===== src/rtl/serial_tx8.sv =====
`default_nettype none
// serial_tx8: async-serial frame transmitter (start, DATA_W bits LSB first, optional parity, stop).
// Define SERIAL_TX_PARITY_EN to insert an even-parity bit between the data bits and the stop bit.
module serial_tx8 #(
  parameter int DATA_W       = 8,
  parameter int CLKS_PER_BIT = 4
) (
  input  logic              CLK,
  input  logic              RESETN,
  input  logic [DATA_W-1:0] D,
  input  logic              LOAD,
  output logic              READY,
  output logic              BUSY,
  output logic              TXD
);

  localparam int                BAUD_W      = $clog2(CLKS_PER_BIT) + 1;
  localparam int                BIT_W       = (DATA_W > 1) ? $clog2(DATA_W) : 1;
  localparam logic [BAUD_W-1:0] C_BAUD_LAST = BAUD_W'(CLKS_PER_BIT - 1);
  localparam logic [BIT_W-1:0]  C_BIT_LAST  = BIT_W'(DATA_W - 1);

  typedef enum logic [2:0] {
    S_IDLE   = 3'd0,
    S_START  = 3'd1,
    S_DATA   = 3'd2,
    S_PARITY = 3'd3,
    S_STOP   = 3'd4
  } state_t;

  state_t              r_state,  w_state_nxt;
  logic [BAUD_W-1:0]   r_baud,   w_baud_nxt;
  logic [BIT_W-1:0]    r_bit,    w_bit_nxt;
  logic [DATA_W-1:0]   r_shreg,  w_shreg_nxt;
  logic                r_txd,    w_txd_nxt;
  logic                r_ready,  w_ready_nxt;
  logic                r_busy;
  logic                w_baud_end;

`ifdef SERIAL_TX_PARITY_EN
  logic                r_par;

  // Parity comes from the byte as captured, so later D changes cannot affect it.
  always_ff @(posedge CLK or negedge RESETN) begin
    if (!RESETN)                 r_par <= 1'b0;
    else if (LOAD && r_ready)    r_par <= ^D;
  end
`endif

  assign w_baud_end = (r_baud == C_BAUD_LAST);

  always_comb begin
    w_state_nxt = r_state;
    w_baud_nxt  = r_baud;
    w_bit_nxt   = r_bit;
    w_shreg_nxt = r_shreg;
    case (r_state)
      S_IDLE: begin
        if (LOAD) begin
          w_state_nxt = S_START;
          w_shreg_nxt = D;
          w_baud_nxt  = '0;
          w_bit_nxt   = '0;
        end
      end
      S_START: begin
        if (w_baud_end) begin
          w_state_nxt = S_DATA;
          w_baud_nxt  = '0;
        end else begin
          w_baud_nxt  = r_baud + BAUD_W'(1);
        end
      end
      S_DATA: begin
        if (w_baud_end) begin
          w_baud_nxt  = '0;
          w_shreg_nxt = r_shreg >> 1;
          if (r_bit == C_BIT_LAST) begin
            w_bit_nxt   = '0;
`ifdef SERIAL_TX_PARITY_EN
            w_state_nxt = S_PARITY;
`else
            w_state_nxt = S_STOP;
`endif
          end else begin
            w_bit_nxt   = r_bit + BIT_W'(1);
          end
        end else begin
          w_baud_nxt  = r_baud + BAUD_W'(1);
        end
      end
`ifdef SERIAL_TX_PARITY_EN
      S_PARITY: begin
        if (w_baud_end) begin
          w_state_nxt = S_STOP;
          w_baud_nxt  = '0;
        end else begin
          w_baud_nxt  = r_baud + BAUD_W'(1);
        end
      end
`endif
      S_STOP: begin
        if (w_baud_end) begin
          w_state_nxt = S_IDLE;
          w_baud_nxt  = '0;
        end else begin
          w_baud_nxt  = r_baud + BAUD_W'(1);
        end
      end
      default: begin
        w_state_nxt = S_IDLE;
        w_baud_nxt  = '0;
        w_bit_nxt   = '0;
      end
    endcase
  end

  // Outputs are decoded from the next state so the registered pins change on the same edge as the state.
  always_comb begin
    w_txd_nxt   = 1'b1;
    w_ready_nxt = (w_state_nxt == S_IDLE);
    case (w_state_nxt)
      S_START:  w_txd_nxt = 1'b0;
      S_DATA:   w_txd_nxt = w_shreg_nxt[0];
`ifdef SERIAL_TX_PARITY_EN
      S_PARITY: w_txd_nxt = r_par;
`endif
      default:  w_txd_nxt = 1'b1;
    endcase
  end

  always_ff @(posedge CLK or negedge RESETN) begin
    if (!RESETN) begin
      r_state <= S_IDLE;
      r_baud  <= '0;
      r_bit   <= '0;
      r_shreg <= '0;
      r_txd   <= 1'b1;
      r_ready <= 1'b1;
      r_busy  <= 1'b0;
    end else begin
      r_state <= w_state_nxt;
      r_baud  <= w_baud_nxt;
      r_bit   <= w_bit_nxt;
      r_shreg <= w_shreg_nxt;
      r_txd   <= w_txd_nxt;
      r_ready <= w_ready_nxt;
      r_busy  <= ~w_ready_nxt;
    end
  end

  assign TXD   = r_txd;
  assign READY = r_ready;
  assign BUSY  = r_busy;

endmodule
`default_nettype wire


===== config.mk =====
export PLATFORM = sky130hd
export DESIGN_NAME = serial_tx8
export DESIGN_NICKNAME = d
export VERILOG_FILES = /design/src/rtl/serial_tx8.sv
export SDC_FILE = /design/constraint.sdc
export NUM_CORES = 1
export LEC_CHECK = 0
export CELL_PAD_IN_SITES_DETAIL_PLACEMENT = 0
export CELL_PAD_IN_SITES_GLOBAL_PLACEMENT = 2
export CORE_MARGIN = 3
export CORE_UTILIZATION = 34
export CTS_CLUSTER_DIAMETER = 150
export DETAILED_ROUTE_END_ITERATION = 6
export GPL_ROUTABILITY_DRIVEN = 0
export GPL_TIMING_DRIVEN = 0
export PLACE_DENSITY_LB_ADDON = 0.1
export SLEW_MARGIN = 0
export SYNTH_ARGS = -nofsm -noshare
export SYNTH_HDL_FRONTEND = slang
export SYNTH_SLANG_ARGS = --single-unit
export TNS_END_PERCENT = 20

===== constraint.sdc =====
create_clock -name CLK -period 2.1 [get_ports CLK]
set_clock_uncertainty 0.05 [all_clocks]
set_input_delay 0.21 -clock CLK [delete_from_list [all_inputs] [get_ports CLK]]
set_output_delay 0.21 -clock CLK [all_outputs]
set_load 0.005 [all_outputs]

== Word level (Yosys, flattened, before mapping) ==
Index checks and enable logic that the tools add are counted.

* $add $sub $neg: 2
* Equality and inequality tests: 9
* Multiplexer cells: 16
* Bitwise gates (word level): 2
* Reductions and logical operators: 7

{| class="wikitable"
|+ Operators by type and width
! operator !! number
|-
| $mux 3 || 9
|-
| $mux 8 || 2
|-
| $pmux 8 s2 || 1
|-
| $pmux 3 s4 || 1
|-
| $eq 3x2->1 const B || 3
|-
| $pmux 3 s3 || 1
|-
| $add 3x1->3 const B || 2
|-
| $eq 3x1->1 const B || 2
|-
| $eq 3x3->1 const B || 2
|-
| $logic_not 3->1 || 2
|-
| $pmux 3 s2 || 1
|-
| $reduce_and 3->1 || 2
|-
| $ne 2x2->1 const B || 2
|-
| $reduce_or 3->1 || 1
|-
| $not 1->1 || 2
|-
| $pmux 1 s2 || 1
|-
| $reduce_bool 2->1 || 1
|-
| $reduce_or 2->1 || 1
|}

* Register bits: 20
* Input port bits: 11
* Output and inout bits: 3
* Logic and storage cells: 44

== Logic depth before layout (Yosys ltp) ==
Gate-level depths: netlist of run 1.

* Depth after elaboration: 6
* Gate-level depth with buffers: 5
* Mapped depth without buffers: 5

== Worst setup path before layout of run 1 ==
OpenSTA, ideal clock, no wires.

* Path kind: reg2reg
* Start: register r_baud[0]
* End: register r_txd, in the netlist TXD
* Library setup time: 0.097 ns
* Data arrival time: 1.368 ns
* Required time: 1.953 ns
* Path slack: 0.585 ns
* Stages on the path, launching flop included: 6
* Period minus slack after synthesis: 1.515 ns
* Path through: dfrtp_1 ha_1 and2b_4 a211o_1 a21oi_2 a41oi_2

* Longest elaborated chain between the ends: 5
* Elaborated cells between the ends (all ways): 10
* Classes of those cells: eq/ne: 3; mux: 7

{| class="wikitable"
|+ Ends and longest elaborated chain
! what !! line !! source
|-
| start: declaration || 31 || <nowiki>logic [BAUD_W-1:0] r_baud, w_baud_nxt;</nowiki>
|-
| start signal: assignment || 142 || <nowiki>r_baud <= w_baud_nxt;</nowiki>
|-
| $eq 3x2->1 * || 49 || <nowiki>assign w_baud_end = (r_baud == C_BAUD_LAST);</nowiki>
|-
| $mux 3, on equally long branches || 102, 66, 74 ||
|-
| $pmux 3 s4 * || 56 || <nowiki>case (r_state)</nowiki>
|-
| via w_state_nxt[1] || 30 || <nowiki>state_t r_state, w_state_nxt;</nowiki>
|-
| $eq 3x2->1 or $eq 3x1->1 (tied branches) || 121 || <nowiki>case (w_state_nxt)</nowiki>
|-
| $pmux 1 s2 * || 121 ||
|-
| via w_txd_nxt || 34 || <nowiki>logic r_txd, w_txd_nxt;</nowiki>
|-
| end signal: assignment || 145 || <nowiki>r_txd <= w_txd_nxt;</nowiki>
|-
| end: declaration || 34 ||
|}

Mark *: on every way through the listed nets, which the timed path passes. The rest lies on a longest branch. The select of a mux whose other input is x is not followed.
A chain may end at the register's enable or synchronous reset.

== Worst setup path after layout of run 1 ==
Ends and elaborated chain as after synthesis.

==> impl_metrics.ini, run 1 <==
[placement]
dpl.hpwl_um = 1550
pre_cts_slack_ns = 0.448
place.port_buffers = 13

[final_layout]
regArea_um2 = 503
multi_input_comb_area_um2 = 495
drive_above_1_share = 0.171
layout_commonest_cell = dfrtp_1
final_cell_mix = dfrtp_1, clkdlybuf4s50_1, inv_1
area_growth_pct = 20.6
nFillCells = 281
num_antenna_cells = 0
final_nets = 132

[worst_setup_path]
end_kind = flop
crit_path_max_incr_delay_ns = 0.44
cp_top_family = compound AO/OA/AOI/OAI gates
crit_arrival_ns = 1.85
startpoint_type = flop
crit_type = flop to flop
path_max_fanout = 6
worstPathRequired_ns = 2.27
crit_slowest_cell = dfrtp_1
path_buf_inv = 0
cp_cell_sequence = ha_1, and2b_4, a211o_1, a21oi_2, a41oi_2

[floorplan]
start_util = 0.369
dieHeight_um = 61.9
die_area_mm2 = 0.00383
coreArea_mm2 = 0.00288
rows = 19
die_x_um = 61.9
ios = 14

[power_and_ir_drop]
ir_drop_mv = 0.444
powerDensity_mw_per_mm2 = 1180
leakage_nw = 0.533

[worst_hold_path]
hold_class = input port to async pin

[clock_tree]
cts_setup_buffers = 0
h-tree-depth = 1
root_buffer = clkbuf_4
cts_resized = 0
clock-sinks = 20
path_clk_slew_ns = 0.11
clk_latency_ns = 0.30
postCtsHoldBufs = 0
clockBufferDepth = 2
numCtsBuffers = 3
cts_tree = done

[status]
status = finished clean

[timing]
setup-violations-final = 0
max_freq_mhz = 597
period_needed_ns = 1.68
post-route-period-util = 0.798
relSlewSlack = 0.381
rsz0062_at_grt = false
hold_viol = 0
drv_slew = 0
tns_ns = 0
setup_ws_ns = 0.424
worstMarginPinSlew_ns = 0.925

[route]
routed_via_density = 4.88
route.detailed.drc = 0
wirelength_um = 2120
ant_nets = 0
wl_per_cell_um = 13.3
first_iter_violations = 34
via_count = 776
drtPass1Iterations = 4

[synthesis]
ys_seq_elements = 20
synth-seq-area-share = 0.473
ys.warnings.count = 0
synth.cell_area_mm2 = 0.00106
synth_top_area_share = 0.424
synthArstFlopShare = 1.00
ys.flop_type = dfrtp_1
synth-edff-count = 0
syn-num-nets = 114
yosysTopAreaCell = dfrtp_1
synth.top_cells.by_area = dfrtp_1, dfstp_2, a22oi_1, ha_1, mux2i_1
synth.distinct_cells = 37
synthCells = 100
avgSynthCellArea_um2 = 10.6

[global_route]
overflow = 0
track_usage = 0.133
antenna_found_initial = 0
grt_max_degree = 21
grt_pass1_wl_um = 3680
grt_pass1_vias = 761

[run]
cap_violations = 0
-- final timing paths --
path                       startpoint    endpoint  slack (ns)  cells after the start
max                         r_baud[0]         TXD        0.42                      5
min                            RESETN  r_shreg[6]        0.37                      1
max reg2reg                 r_baud[0]         TXD        0.42                      5
min reg2reg                 r_baud[1]   r_baud[1]        0.46                      1
max in group asynchronous      RESETN    r_bit[2]        1.07                      1
min in group CLK                 D[7]  r_shreg[7]        0.41                      3
-- worst register-to-register path, delay by kind of cell, from the launching register on --
kind	cells	cell delay (ns)
DFF	1	0.44
AOI/OAI and AO/OA	3	0.60
adders and majority gates	1	0.30
and+or+nand+nor	1	0.22
-- power by group --
group	internal (mW)	switching, mW	leakage (nW)
logic	0.335	0.339	0.264
registers	0.533	0.0804	0.248
clock network	0.106	0.115	0.0210
total	0.973	0.534	0.533
-- synthesized netlist by cell type, types with 2 or more instances --
cell and instances:
a22o_1 2, o21ai_1 3, o21ai_0 6, a21oi_2 2, and2b_1 2, a22oi_1 6, nand2_1 4, nand2b_1 4
buf_4 3, ha_1 3, nor2_1 5, dfrtp_1 18, mux2i_1 3, inv_1 7, a211o_1 2, a21oi_1 3
nor3_1 3, nor2b_1 2, nor2_4 2, dfstp_2 2, o22ai_1 2
-- area by class of cell --
cell class                      count  share of cell area
Multi-Input combinational cell     68               0.387
Inverter                            8              0.0234
Timing Repair Buffer               13               0.102
Buffer                              4              0.0264
Clock buffer                        4              0.0283
Tap cell                           42              0.0410
Sequential cell                    20               0.393
-- routing by layer --
layer  wire [um]  global-route usage
met3          62              0.0517
met1        1140               0.191
met5           0                   0
met2         905               0.185
met4          16              0.0364
-- flip-flops by register name, indices dropped and copies added (netlist names) --
register	cells
BUSY	1
r_baud	3
READY	1
r_shreg	8
r_state	3
TXD	1
r_bit	3
-- kinds of logic (layout without fill, tap and decap cells) --
| family | count (synthesis) | after routing | synth area share |
|---|---|---|---|
| buffers and inverters | 12 | 29 | 0.0601 |
| DFF | 20 | 20 | 0.473 |
| muxes | 4 | 4 | 0.0389 |
| and+or+nand+nor | 28 | 28 | 0.160 |
| AOI/OAI and AO/OA | 32 | 32 | 0.224 |
| xor gates and xnor gates | 1 | 1 | 0.00825 |
| adders and majority gates | 3 | 3 | 0.0353 |
-- through the flow --
| step | area [um2] | hold WS [ns] | power (mW) | utilization | cells |
|---|---|---|---|---|---|
| global route | 1280 | 0.392 | 1.65 | 0.445 | 159 |
| detailed placement | 1240 | 0.441 | 1.30 | 0.433 | 155 |
| global placement | 1240 | 0.431 | 1.30 | 0.433 | 155 |
| floorplan | 1060 | -0.136 | 1.11 | - | 100 |
| CTS | 1280 | 0.394 | 1.53 | 0.445 | 159 |
| finish | 1280 | 0.370 | 1.51 | 0.445 | 159 |
(Power assumes the default switching activity.)
==> run 2: changes to the inputs <==
--- a/config.mk
+++ b/config.mk
@@ -8,7 +8,7 @@
 export CELL_PAD_IN_SITES_DETAIL_PLACEMENT = 0
 export CELL_PAD_IN_SITES_GLOBAL_PLACEMENT = 2
 export CORE_MARGIN = 3
-export CORE_UTILIZATION = 34
+export CORE_UTILIZATION = 31
 export CTS_CLUSTER_DIAMETER = 150
 export DETAILED_ROUTE_END_ITERATION = 6
 export GPL_ROUTABILITY_DRIVEN = 0
==> constraint.sdc (replaced) <==
create_clock -name CLK -period 1.5 [get_ports CLK]
set_clock_uncertainty 0.05 [all_clocks]
set_input_delay 0.15 -clock CLK [delete_from_list [all_inputs] [get_ports CLK]]
set_output_delay 0.15 -clock CLK [all_outputs]
set_load 0.005 [all_outputs]
==> run 2 against run 1 <==
Cell count is 5.0% higher. Setup slack worse by 0.42 ns. Non-clock buffer count increased by 6. Sequential cell count stayed put. Hold slack lost 0.055 ns. Combinational power increased by 59%. Total power is 47% higher. Maximum frequency up 12%. Die area up 8.7%. Critical endpoint unchanged.
==> impl_metrics.ini, run 2 (synthesis results as in run 1) <==
[global_route]
overflow = 0
track_usage = 0.125
grt_pass1_wl_um = 4110
antenna_found_initial = 0
grt_max_degree = 21
grt_pass1_vias = 888

[floorplan]
ios = 14
coreArea_mm2 = 0.00315
die_x_um = 64.5
rows = 20
dieHeight_um = 64.5
die_area_mm2 = 0.00416
start_util = 0.337

[clock_tree]
clock-sinks = 20
root_buffer = clkbuf_4
clk_latency_ns = 0.30
postCtsHoldBufs = 0
path_clk_slew_ns = 0.12
clockBufferDepth = 2
cts_tree = done
numCtsBuffers = 3
h-tree-depth = 1

[timing]
period_needed_ns = 1.50
drv_slew = 0
setup_ws_ns = 0.00220
relSlewSlack = 0.365
hold_viol = 0
post-route-period-util = 0.999
tns_ns = 0
rsz0062_at_grt = true
max_freq_mhz = 668
worstMarginPinSlew_ns = 0.949
setup-violations-final = 0

[route]
route.detailed.drc = 0
first_iter_violations = 46
drtPass1Iterations = 4
ant_nets = 0
wirelength_um = 2360
wl_per_cell_um = 14.1
via_count = 845
routed_via_density = 5.06

[worst_setup_path]
cp_cell_sequence = ha_2, ha_4, a211o_1, a21oi_2, a41oi_2
crit_path_max_incr_delay_ns = 0.41
timing.rr.start = r_bit[1]
path_max_fanout = 2
startpoint_type = flop
end_kind = flop
crit_type = flop to flop
crit_slowest_cell = dfrtp_1
crit_start = r_bit[1]
r2r_setup_slack_ns = 0.002
crit_arrival_ns = 1.67
worstPathRequired_ns = 1.67
r2r_cells = 5

[power_and_ir_drop]
powerDensity_mw_per_mm2 = 1610
ir_drop_mv = 0.563
leakage_nw = 0.593

[placement]
place_inst = 157
place.port_buffers = 13
dpl.hpwl_um = 1600
pre_cts_slack_ns = -0.135
dpl_cell_area_mm2 = 0.00125

[final_layout]
num_antenna_cells = 0
layout_commonest_cell = dfrtp_1
final_nets = 138
largest_reg_flops = 8
stdcell_area_mm2 = 0.00138
final_cell_mix = dfrtp_1, clkdlybuf4s50_1, buf_4
drive_above_1_share = 0.268
regMostFlops = r_shreg
nFillCells = 326
area_growth_pct = 29.8
layout.cells.non_filler = 167

[run]
cap_violations = 0

[status]
status = finished clean

[worst_hold_path]
hold_class = input port to async pin
run 2: changes by cell type in the layout (fill, tap and decap cells not counted), sizes merged:
| cell | delta |
|---|---|
| buf | +6 |
| clkdlybuf4s50 | -2 |
| dlygate4sd2 | +2 |
run 2: timing repair:
action | in CTS | in global routing
setup endpoints to repair | 12 | 8
pin swaps | 5 | 4
endpoints found under the hold margin | 0 | 0
buffers inserted | 6 | 0
resized for setup | 6 | 6
run 2: routing by layer:
| layer | vias to the layer above | share of wire | GRT usage |
|---|---|---|---|
| li1 | 407 | - | - |
| met1 | 425 | 0.43 | 0.145 |
| met2 | 11 | 0.52 | 0.219 |
| met3 | 2 | 0.042 | 0.0312 |
| met4 | 0 | 0.0089 | 0.0475 |
| met5 | - | 0 | 0 |
run 2: cell type report:
| class | count | area [um2] | area share |
|---|---|---|---|
| multi-input combinational | 68 | 558 | 0.405 |
| tap | 44 | 55.1 | 0.0399 |
| inverter | 8 | 30.0 | 0.0218 |
| timing repair buffer | 19 | 173 | 0.125 |
| sequential | 20 | 503 | 0.365 |
| buffer | 4 | 33.8 | 0.0245 |
| clock buffer | 4 | 26.3 | 0.0191 |
run 2: worst paths after layout:
path | end
max reg2reg | TXD
max in group asynchronous | r_shreg[2]
min reg2reg | r_shreg[1]
min | r_baud[1]
max | TXD
min in group CLK | r_shreg[7]
run 2: through the flow:
stage	utilization	hold WS (ns)	power, mW
2_1_floorplan	-	-0.196	1.56
3_3_place_gp	0.396	0.435	1.82
3_5_place_dp	0.396	0.439	1.83
4_1_cts	0.425	0.338	2.20
5_1_grt	0.437	0.340	2.41
6_report	0.437	0.315	2.22
run 2: report_power, final:
part           switching [mW]  internal [mW]  total (mW)
Sequential              0.123          0.745       0.869
Clock                   0.172          0.103       0.276
Combinational           0.524          0.549        1.07
run 2: worst max-delay path, delay by kind of cell, from the launching register on:
family          cells  cell delay [ns]
flops               1             0.41
fa+ha+maj           2             0.37
compound gates      3             0.58
